### src/rtl/ysyx_24110006_arbiter.sv
// ysyx_24110006_arbiter: two AXI read masters (m0 = IFU, m1 = LSU) sharing one slave.
// A transaction owns the slave from its AR handshake until the last R beat; one
// IDLE cycle always separates two transactions.
// Build option: define CONFIG_ARB_RR_EN for round-robin arbitration; left
// undefined, arbitration is fixed priority with m1 winning ties.
module ysyx_24110006_arbiter (
    input  logic        i_clock,
    input  logic        i_reset,

    // master 0 (IFU)
    input  logic [31:0] i_m0_axi_araddr,
    input  logic        i_m0_axi_arvalid,
    input  logic [3:0]  i_m0_axi_arid,
    input  logic [7:0]  i_m0_axi_arlen,
    input  logic [2:0]  i_m0_axi_arsize,
    input  logic [1:0]  i_m0_axi_arburst,
    output logic        o_m0_axi_arready,
    output logic [31:0] o_m0_axi_rdata,
    output logic        o_m0_axi_rvalid,
    output logic [1:0]  o_m0_axi_rresp,
    output logic [3:0]  o_m0_axi_rid,
    output logic        o_m0_axi_rlast,
    input  logic        i_m0_axi_rready,

    // master 1 (LSU)
    input  logic [31:0] i_m1_axi_araddr,
    input  logic        i_m1_axi_arvalid,
    input  logic [3:0]  i_m1_axi_arid,
    input  logic [7:0]  i_m1_axi_arlen,
    input  logic [2:0]  i_m1_axi_arsize,
    input  logic [1:0]  i_m1_axi_arburst,
    output logic        o_m1_axi_arready,
    output logic [31:0] o_m1_axi_rdata,
    output logic        o_m1_axi_rvalid,
    output logic [1:0]  o_m1_axi_rresp,
    output logic [3:0]  o_m1_axi_rid,
    output logic        o_m1_axi_rlast,
    input  logic        i_m1_axi_rready,

    // slave side
    output logic [31:0] o_axi_araddr,
    output logic        o_axi_arvalid,
    output logic [3:0]  o_axi_arid,
    output logic [7:0]  o_axi_arlen,
    output logic [2:0]  o_axi_arsize,
    output logic [1:0]  o_axi_arburst,
    input  logic        i_axi_arready,
    input  logic [31:0] i_axi_rdata,
    input  logic        i_axi_rvalid,
    input  logic [1:0]  i_axi_rresp,
    input  logic [3:0]  i_axi_rid,
    input  logic        i_axi_rlast,
    output logic        o_axi_rready,

    output logic [1:0]  o_grant
);

    typedef enum logic [1:0] {
        IDLE = 2'd0,
        ADDR = 2'd1,
        DATA = 2'd2
    } state_e;

    state_e     state_q;
    logic [1:0] grant_q;
    logic [1:0] win_d;
    logic       in_addr;
    logic       in_data;
    logic       ar_hs;
    logic       r_last_hs;

`ifdef CONFIG_ARB_RR_EN
    // Set when m1 received the most recent grant; reset value favours m0 first.
    logic       last_m1_q;
`endif

    assign in_addr   = (state_q == ADDR);
    assign in_data   = (state_q == DATA);
    assign ar_hs     = o_axi_arvalid && i_axi_arready;
    assign r_last_hs = i_axi_rvalid && o_axi_rready && i_axi_rlast;
    assign o_grant   = grant_q;

    // Pick the winner among the current requesters (only consumed in IDLE).
    always_comb begin
        win_d = '0;
`ifdef CONFIG_ARB_RR_EN
        if (i_m0_axi_arvalid && i_m1_axi_arvalid) begin
            win_d = last_m1_q ? 2'b01 : 2'b10;
        end else begin
            win_d = {i_m1_axi_arvalid, i_m0_axi_arvalid};
        end
`else
        if (i_m1_axi_arvalid) begin
            win_d = 2'b10;
        end else if (i_m0_axi_arvalid) begin
            win_d = 2'b01;
        end
`endif
    end

    // Ownership FSM: grant in IDLE, hold through address and data phases.
    always_ff @(posedge i_clock or negedge i_reset) begin
        if (!i_reset) begin
            state_q   <= IDLE;
            grant_q   <= '0;
`ifdef CONFIG_ARB_RR_EN
            last_m1_q <= 1'b1;
`endif
        end else begin
            case (state_q)
                IDLE: begin
                    if (i_m0_axi_arvalid || i_m1_axi_arvalid) begin
                        grant_q   <= win_d;
                        state_q   <= ADDR;
`ifdef CONFIG_ARB_RR_EN
                        last_m1_q <= win_d[1];
`endif
                    end
                end
                ADDR: begin
                    if (ar_hs) begin
                        state_q <= DATA;
                    end
                end
                DATA: begin
                    if (r_last_hs) begin
                        state_q <= IDLE;
                        grant_q <= '0;
                    end
                end
                default: begin
                    state_q <= IDLE;
                    grant_q <= '0;
                end
            endcase
        end
    end

    // Route the granted master's AR channel to the slave; valid only in ADDR.
    always_comb begin
        o_axi_araddr  = '0;
        o_axi_arid    = '0;
        o_axi_arlen   = '0;
        o_axi_arsize  = '0;
        o_axi_arburst = '0;
        o_axi_arvalid = 1'b0;
        if (grant_q[1]) begin
            o_axi_araddr  = i_m1_axi_araddr;
            o_axi_arid    = i_m1_axi_arid;
            o_axi_arlen   = i_m1_axi_arlen;
            o_axi_arsize  = i_m1_axi_arsize;
            o_axi_arburst = i_m1_axi_arburst;
            o_axi_arvalid = in_addr && i_m1_axi_arvalid;
        end else if (grant_q[0]) begin
            o_axi_araddr  = i_m0_axi_araddr;
            o_axi_arid    = i_m0_axi_arid;
            o_axi_arlen   = i_m0_axi_arlen;
            o_axi_arsize  = i_m0_axi_arsize;
            o_axi_arburst = i_m0_axi_arburst;
            o_axi_arvalid = in_addr && i_m0_axi_arvalid;
        end
    end

    // Handshake steering: only the owner sees arready/rvalid, only its rready reaches the slave.
    always_comb begin
        o_m0_axi_arready = in_addr && grant_q[0] && i_axi_arready;
        o_m1_axi_arready = in_addr && grant_q[1] && i_axi_arready;
        o_m0_axi_rvalid  = in_data && grant_q[0] && i_axi_rvalid;
        o_m1_axi_rvalid  = in_data && grant_q[1] && i_axi_rvalid;
        o_axi_rready     = in_data && ((grant_q[0] && i_m0_axi_rready) ||
                                       (grant_q[1] && i_m1_axi_rready));
    end

    // R payload is broadcast; the per-master rvalid decides who consumes it.
    always_comb begin
        o_m0_axi_rdata = i_axi_rdata;
        o_m0_axi_rresp = i_axi_rresp;
        o_m0_axi_rid   = i_axi_rid;
        o_m0_axi_rlast = i_axi_rlast;
        o_m1_axi_rdata = i_axi_rdata;
        o_m1_axi_rresp = i_axi_rresp;
        o_m1_axi_rid   = i_axi_rid;
        o_m1_axi_rlast = i_axi_rlast;
    end

endmodule

### config.mk
export PLATFORM = sky130hd
export DESIGN_NAME = ysyx_24110006_arbiter
export DESIGN_NICKNAME = d
export VERILOG_FILES = /design/src/rtl/ysyx_24110006_arbiter.sv
export SDC_FILE = /design/constraint.sdc
export NUM_CORES = 1
export LEC_CHECK = 0
export BUFFER_PORTS_ARGS = -buffer_cell sky130_fd_sc_hd__buf_2
export CAP_MARGIN = 10
export CORE_AREA = 5 5 105 107
export DETAILED_ROUTE_END_ITERATION = 8
export DIE_AREA = 0 0 110 112
export MAX_ROUTING_LAYER = met4
export PLACE_DENSITY_LB_ADDON = 0.12
export SLEW_MARGIN = 30
export SYNTH_ARGS = -nofsm -noshare
export SYNTH_HDL_FRONTEND = slang
export SYNTH_SLANG_ARGS = --single-unit
### constraint.sdc
create_clock -name i_clock -period 2.5 [get_ports i_clock]
set_input_delay 0.125 -clock i_clock [delete_from_list [all_inputs] [get_ports i_clock]]
set_output_delay 0.125 -clock i_clock [all_outputs]
set_load 0.02 [all_outputs]
Word-level counts from Yosys, hierarchy flattened
Index checks and enable logic that the tools add are counted.
- register bits: 4
- latch bits: 0
- memory bits (writable): 0
- memory bits (read-only): 0
- bits of input ports: 145
- output and inout port bits: 135
- word-level logic and storage cells: 49
- memories kept: 0
- add/subtract/negate cells: 0
- multipliers: 0
- div/mod/pow operators: 0
- magnitude comparators: 0
- equality and inequality tests: 5
- shifts and indexed selects: 0
- mux-type cells: 20
- bitwise operators: 1
- reduce and logical (&&, ||, !) cells: 21
- operator list (kind ; number):
    $mux 32 ; 2
    $logic_and 1x1->1 ; 16
    $mux 8 ; 2
    $mux 2 ; 7
    $pmux 2 s3 ; 2
    $mux 4 ; 2
    $mux 3 ; 2
    $reduce_and 3->1 ; 2
    $ne 2x1->1 const B ; 2
    $mux 1 ; 3
    $eq 2x1->1 const B ; 1
    $eq 2x2->1 const B ; 1
    $logic_not 2->1 ; 1
    $logic_or 1x1->1 ; 2
    $ne 2x2->1 const B ; 1
    $not 1->1 ; 1

Logic depth before layout (Yosys ltp)
Gate-level depths: netlist (run 1).
- depth after elaboration: 7
- depth in mapped cells: 4
- mapped depth without buffers: 3

Least setup slack after synthesis (run 1)
OpenSTA, ideal clock, no wires.
- path type: flip-flop to output port
- start: reg grant_q[1] (netlist: o_grant[1])
- end: out o_axi_arvalid
- arrival: 1370 ps
- required time: 2375 ps
- slack: 1005 ps
- cell stages (with the launch flop): 4
- buffers on the path: 0
- cell sequence: dfrtp_1 and2b_4 a22oi_1 nor3b_1
- cells in the longest elaborated chain, start to end: 1
- RTL lines (item ; line ; source):
    start, declared ; 65 ; logic [1:0] grant_q;
    start signal, assigned ; 113 ; grant_q <= win_d;
    $mux 1 ; 147 ; if (grant_q[1]) begin
    end, declared ; 42 ; output logic o_axi_arvalid,
No other way between the ends.

Worst setup path after layout (run 1)
Same ends and word-level chain as after synthesis.

==> impl_metrics.ini, run 1 <==
[outcome]
status = finished clean

[critical_path]
reg2regPathDepth = 4
worstSetupPathType = register to output pin
arrival_ps = 1750
crit_path_end_kind = output pin
startpoint_type = register
worstPathRequired_ps = 2380
crit_path_max_fanout = 57

[drt]
antenna_left = 0
drtPass1Iterations = 3
met1_length_um = 1920
top_layer_used = met4
drt_iter0_drc = 53
drc = 0
wirelength_um = 5920
wl_met3_um = 826
wl_per_cell_um = 15.0
vias_per_cell = 3.80
wl_met2_um = 3150
vias = 1499

[timing]
rsz0062_at_grt = no
hold_viol = 0
max_slew_margin = 0.610
clock.fmax_mhz = 533
drv_slew = 0
min_period_ps = 1880
setup_viol_count_final = 0
setup_tns_ps = 0
fin_crit_sh = 0.751
skew_ps = 2.06
max_slew.worst_pin.slew_ps = 585

[synth]
synth_edf_count = 0
synth.avg_cell_area_um2 = 7.83
netlist_area_um2 = 1380
ys_seq_elements = 4
synth_ff_type = dfrtp_1
yosys_warnings = 0
synth_top_area_share = 0.430
syn_inst = 176
yosysMostFrequentCell = buf_4
ys_async_sr_fraction = 1.00
synth_nets = 321
yosys.area.top_type = buf_4
synthTopCellsByArea = buf_4 43%, a22o_1 30%, dfrtp_1 7.3%, buf_6 2.5%, buf_2 2.2%
synth.distinct_cells = 23
ys_seq_area_frac = 0.0726
synth_commonest_cells = 79 x buf_4, 48 x a22o_1, 6 x buf_2, 6 x nand2_1, 6 x nor2_1

[cts]
post_cts_buffers = 0
clk_path_buf_depth = 2
numCtsBuffers = 3
htree_levels = 1
cts.sinks = 4
clkTransAtPathRegs_ps = 40
cts-root-buf = clkbuf_8
clk_latency_ps = 220
cts_tree = built

[global_route]
grt_pass1_wl_um = 7590
grt_use_total = 0.0800
antenna_found_initial = 0
grt_max_degree = 58
grt_overflow = 0
first_global_vias = 1449

[floorplan]
coreArea_um2 = 10000
io_pins = 280
die_h_um = 112
die_area_um2 = 12300
die_x_um = 110
start_util = 0.137
rows = 37

[finish]
num_antenna_cells = 0
drive_gt1_frac = 0.671
final_nets = 404
synthToLayoutAreaGrowth_pct = 29.5
fin_area_um2 = 1790

[hold_path]
worstHoldPathCells = 3
holdCritPathClass = input pin to register

[placed_design]
gp_congestion = 0.731
postPlaceCellArea_um2 = 1730
place_hpwl_um = 5000
io_buffers = 165

[pwr]
p_per_area_nw_per_um2 = 1080
leakage_nw = 1.02
irDropWorstVdd_mv = 0.406

[job]
cap_violations = 0
==> report_power, final <==
| group | total [mW] | internal [mW] | switching [mW] | leakage (nW) |
|---|---|---|---|---|
| Clock | 0.150 | 0.110 | 0.0407 | 0.0228 |
| Sequential | 0.144 | 0.0937 | 0.0498 | 0.0478 |
| Combinational | 1.64 | 0.626 | 1.01 | 0.951 |
| Total | 1.93 | 0.829 | 1.10 | 1.02 |
==> logic make-up (layout without fill, tap and decap cells) <==
kind of cell | count (synthesis) | after routing | share of synthesized area
flops | 4 | 4 | 0.0726
simple gates | 23 | 23 | 0.0871
buf+inv | 92 | 174 | 0.487
compound gates | 57 | 57 | 0.353
==> per-stage QoR <==
stage,instances,utilization,hold slack (ps),power [mW],worst slack [ps]
2_1_floorplan,176,-,-171,1.46,1010
6_report,394,0.178,193,1.93,622
3_5_place_dp,389,0.172,-54.6,1.81,754
3_3_place_gp,389,0.172,-56.1,1.83,750
4_1_cts,394,0.178,195,1.96,510
5_1_grt,394,0.178,217,2.06,442
==> worst max-delay path: stages (launching register included) <==
cell     delay (ps)
dfrtp_2         340
buf_4           470
a22oi_1         240
nor3b_1         260
buf_2           220
==> area by class of cell <==
class | count | area, µm²
Timing Repair Buffer | 169 | 858
Fill cell | 1146 | 8260
Sequential cell | 4 | 101
Tap cell | 136 | 170
Multi-Input combinational cell | 80 | 607
Clock buffer | 4 | 45.0
Inverter | 1 | 3.75
==> registers in the layout, summed over array words and instances (netlist names) <==
register / flops
o_grant: 2
state_q: 2
==> layer usage <==
layer / up-vias / track usage
met5: - / -
met2: 113 / 0.163
li1: 721 / -
met3: 7 / 0.0209
met4: 0 / 0.0125
met1: 658 / 0.0728
==> final timing paths <==
path | from | endpoint | slack [ps]
setup / recovery | o_grant[1]$_DFFE_PN0P_ | o_axi_arvalid | 620
hold / removal | i_m1_axi_arvalid | o_grant[1]$_DFFE_PN0P_ | 190
setup reg to reg | o_grant[1]$_DFFE_PN0P_ | state_q[1]$_DFFE_PN0P_ | 990
hold reg to reg | o_grant[0]$_DFFE_PN0P_ | o_grant[0]$_DFFE_PN0P_ | 650
max in group asynchronous | i_reset | o_grant[1]$_DFFE_PN0P_ | 2110
min in group asynchronous | i_reset | o_grant[0]$_DFFE_PN0P_ | 250
==> what timing repair did <==
item	CTS	global route
hold buffers	1	0
hold endpoints to repair	4	0
resized for setup	0	0
==> cells in the final DEF (no fill, tap or decap), types with 2 or more instances in the layout <==
cell      count
clkbuf_8      3
buf_2       165
a22oi_1       2
buf_4         3
nor2_1        6
dfrtp_1       3
and2_1        2
a22o_1       48
nand2_1       6
nand2b_1      3
and3_1        2
o31ai_1       2
No activity file was read; power rests on OpenSTA's default activity.
==> inputs of run 2 (changes only) <==
--- a/config.mk
+++ b/config.mk
@@ -7,9 +7,9 @@
 export LEC_CHECK = 0
 export BUFFER_PORTS_ARGS = -buffer_cell sky130_fd_sc_hd__buf_2
 export CAP_MARGIN = 10
-export CORE_AREA = 5 5 105 107
+export CORE_AREA = 5 5 106 108
 export DETAILED_ROUTE_END_ITERATION = 8
-export DIE_AREA = 0 0 110 112
+export DIE_AREA = 0 0 111 113
 export MAX_ROUTING_LAYER = met4
 export PLACE_DENSITY_LB_ADDON = 0.12
 export SLEW_MARGIN = 30
==> constraint.sdc (replaced) <==
create_clock -name i_clock -period 1.8 [get_ports i_clock]
set_input_delay 0.09 -clock i_clock [delete_from_list [all_inputs] [get_ports i_clock]]
set_output_delay 0.09 -clock i_clock [all_outputs]
set_load 0.02 [all_outputs]
==> run 2 against run 1 <==
Cell count up 0.25%. Combinational power up 43%. Non-clock buffer count up 1. Worst hold slack worse by 19 ps. Worst setup slack worse by 470 ps. Sequential share of layout area down 0.090 points. Critical path depth unchanged. Sequential power up 26%. Die area up 1.8%. First-iteration DRC count down 64%.
==> impl_metrics.ini, run 2 (same netlist as run 1, synthesis figures left out) <==
[cts]
clk_latency_ps = 220
post_cts_buffers = 0
htree_levels = 1
clkTransAtPathRegs_ps = 40
cts-root-buf = clkbuf_8
clk_path_buf_depth = 2
cts.sinks = 4
numCtsBuffers = 3
cts_tree = built

[critical_path]
r2r_end = o_grant[1]$_DFFE_PN0P_
slowest_delay_ps = 390
r2r_slack_ps = 480
startpoint_type = register
path_delay_family = buffers and inverters
reg2regPathDepth = 4
crit_chain = and2b_4 -> buf_12 -> a22o_1 -> buf_2
cpMaxStageDelayCell = dfrtp_2
crit_path_max_fanout = 40
worstSetupPathType = register to output pin
arrival_ps = 1560
worstPathRequired_ps = 1710
crit_buf_inv = 2
crit_path_end_kind = output pin
cp-startpoint = o_grant[1]$_DFFE_PN0P_
reg2reg_from = o_grant[1]$_DFFE_PN0P_

[timing]
clock.fmax_mhz = 606
max_slew_margin = 0.762
fin_crit_sh = 0.917
hold_slack_ps = 174
hold_viol = 0
min_period_ps = 1650
setup_tns_ps = 0
rsz0062_at_grt = no
max_slew.worst_pin.slew_ps = 357
drv_slew = 0
setup_viol_count_final = 0
skew_ps = 4.61

[placed_design]
postPlaceCellArea_um2 = 1750
gp_congestion = 0.797
io_buffers = 165
place_inst = 390
place_hpwl_um = 4880

[global_route]
grt_overflow = 0
antenna_found_initial = 0
first_global_vias = 1648
grt_use_total = 0.0826
grt_max_degree = 41
grt_pass1_wl_um = 8450

[floorplan]
rows = 37
coreArea_um2 = 10100
die_area_um2 = 12500
die_x_um = 111
start_util = 0.136
die_h_um = 113
io_pins = 280

[finish]
num_antenna_cells = 0
synthToLayoutAreaGrowth_pct = 31.6
drive_gt1_frac = 0.676
layout_commonest_cell = buf_2
final_cell_mix = 165 x buf_2, 48 x a22o_1, 6 x nand2_1, 6 x nor2_1
fin_area_um2 = 1810
multi_input_area_um2 = 612
final_nets = 405
regArea_um2 = 101
nFillCells = 1161
stdcell_count = 395

[hold_path]
min_to = o_grant[1]$_DFFE_PN0P_
worstHoldPathCells = 3
holdCritPathClass = input pin to register
hold_start = i_m1_axi_arvalid

[pwr]
p_per_area_nw_per_um2 = 1510
finalPower_mw = 2.73
leakage_nw = 1.03
irDropWorstVdd_mv = 0.292

[job]
cap_violations = 0

[drt]
vias = 1540
wl_per_cell_um = 14.6
drt_iter0_drc = 19
drtPass1Iterations = 4
wirelength_um = 5750
vias_per_cell = 3.90
drc = 0
antenna_left = 0

[outcome]
status = finished clean
## run 2: worst max path at each step
stage	endpoint	slack (ps)	cells past startpoint
6_report	o_axi_arlen[0]	150	4
5_1_grt	o_axi_arlen[0]	40	4
4_1_cts	o_axi_arlen[0]	40	4
3_5_place_dp	o_axi_arlen[0]	280	4
3_3_place_gp	o_axi_arlen[0]	300	4
2_1_floorplan	o_axi_arvalid	340	3
## run 2: repair_timing
item,4_1_cts,5_1_grt
endpoints found under the hold margin,4,0
gates resized for setup,0,2
hold buffers,1,0
endpoints found under the setup margin,0,14
## run 2: per-layer routing
metal  wire length, µm  GRT usage  share of wire  vias up
li1                  -          -              -      722
met1              1880     0.0820           0.33      656
met2              3010      0.152           0.52      136
met3               681     0.0251           0.12       26
met4               174     0.0312          0.030        0
met5                 0          -              0        -
## run 2: cell type report
cell class,instances,share of cell area
tap,136,0.0938
sequential,4,0.0559
inverter,1,0.00207
clock buffer,4,0.0248
timing repair buffer,170,0.486
multi-input combinational,80,0.337
## run 2: stage by stage
stage                     setup slack (ps)  utilization
after detailed placement               281        0.173
after global placement                 296        0.173
final                                  150        0.179
after floorplan                        340            -
after CTS                             40.2        0.178
after global routing                  44.8        0.179
## run 2: report_power, final
| part | internal (mW) | switching (mW) | total, mW | leakage, nW |
|---|---|---|---|---|
| Sequential | 0.130 | 0.0515 | 0.182 | 0.0478 |
| Combinational | 0.919 | 1.43 | 2.34 | 0.963 |
| Clock | 0.152 | 0.0531 | 0.205 | 0.0228 |
## run 2: worst register-to-register path, cell delays in order, from the launching register on
cell and delay, ps:
dfrtp_2 390, buf_4 220, a22oi_1 230, nor2_1 130, o31ai_1 250
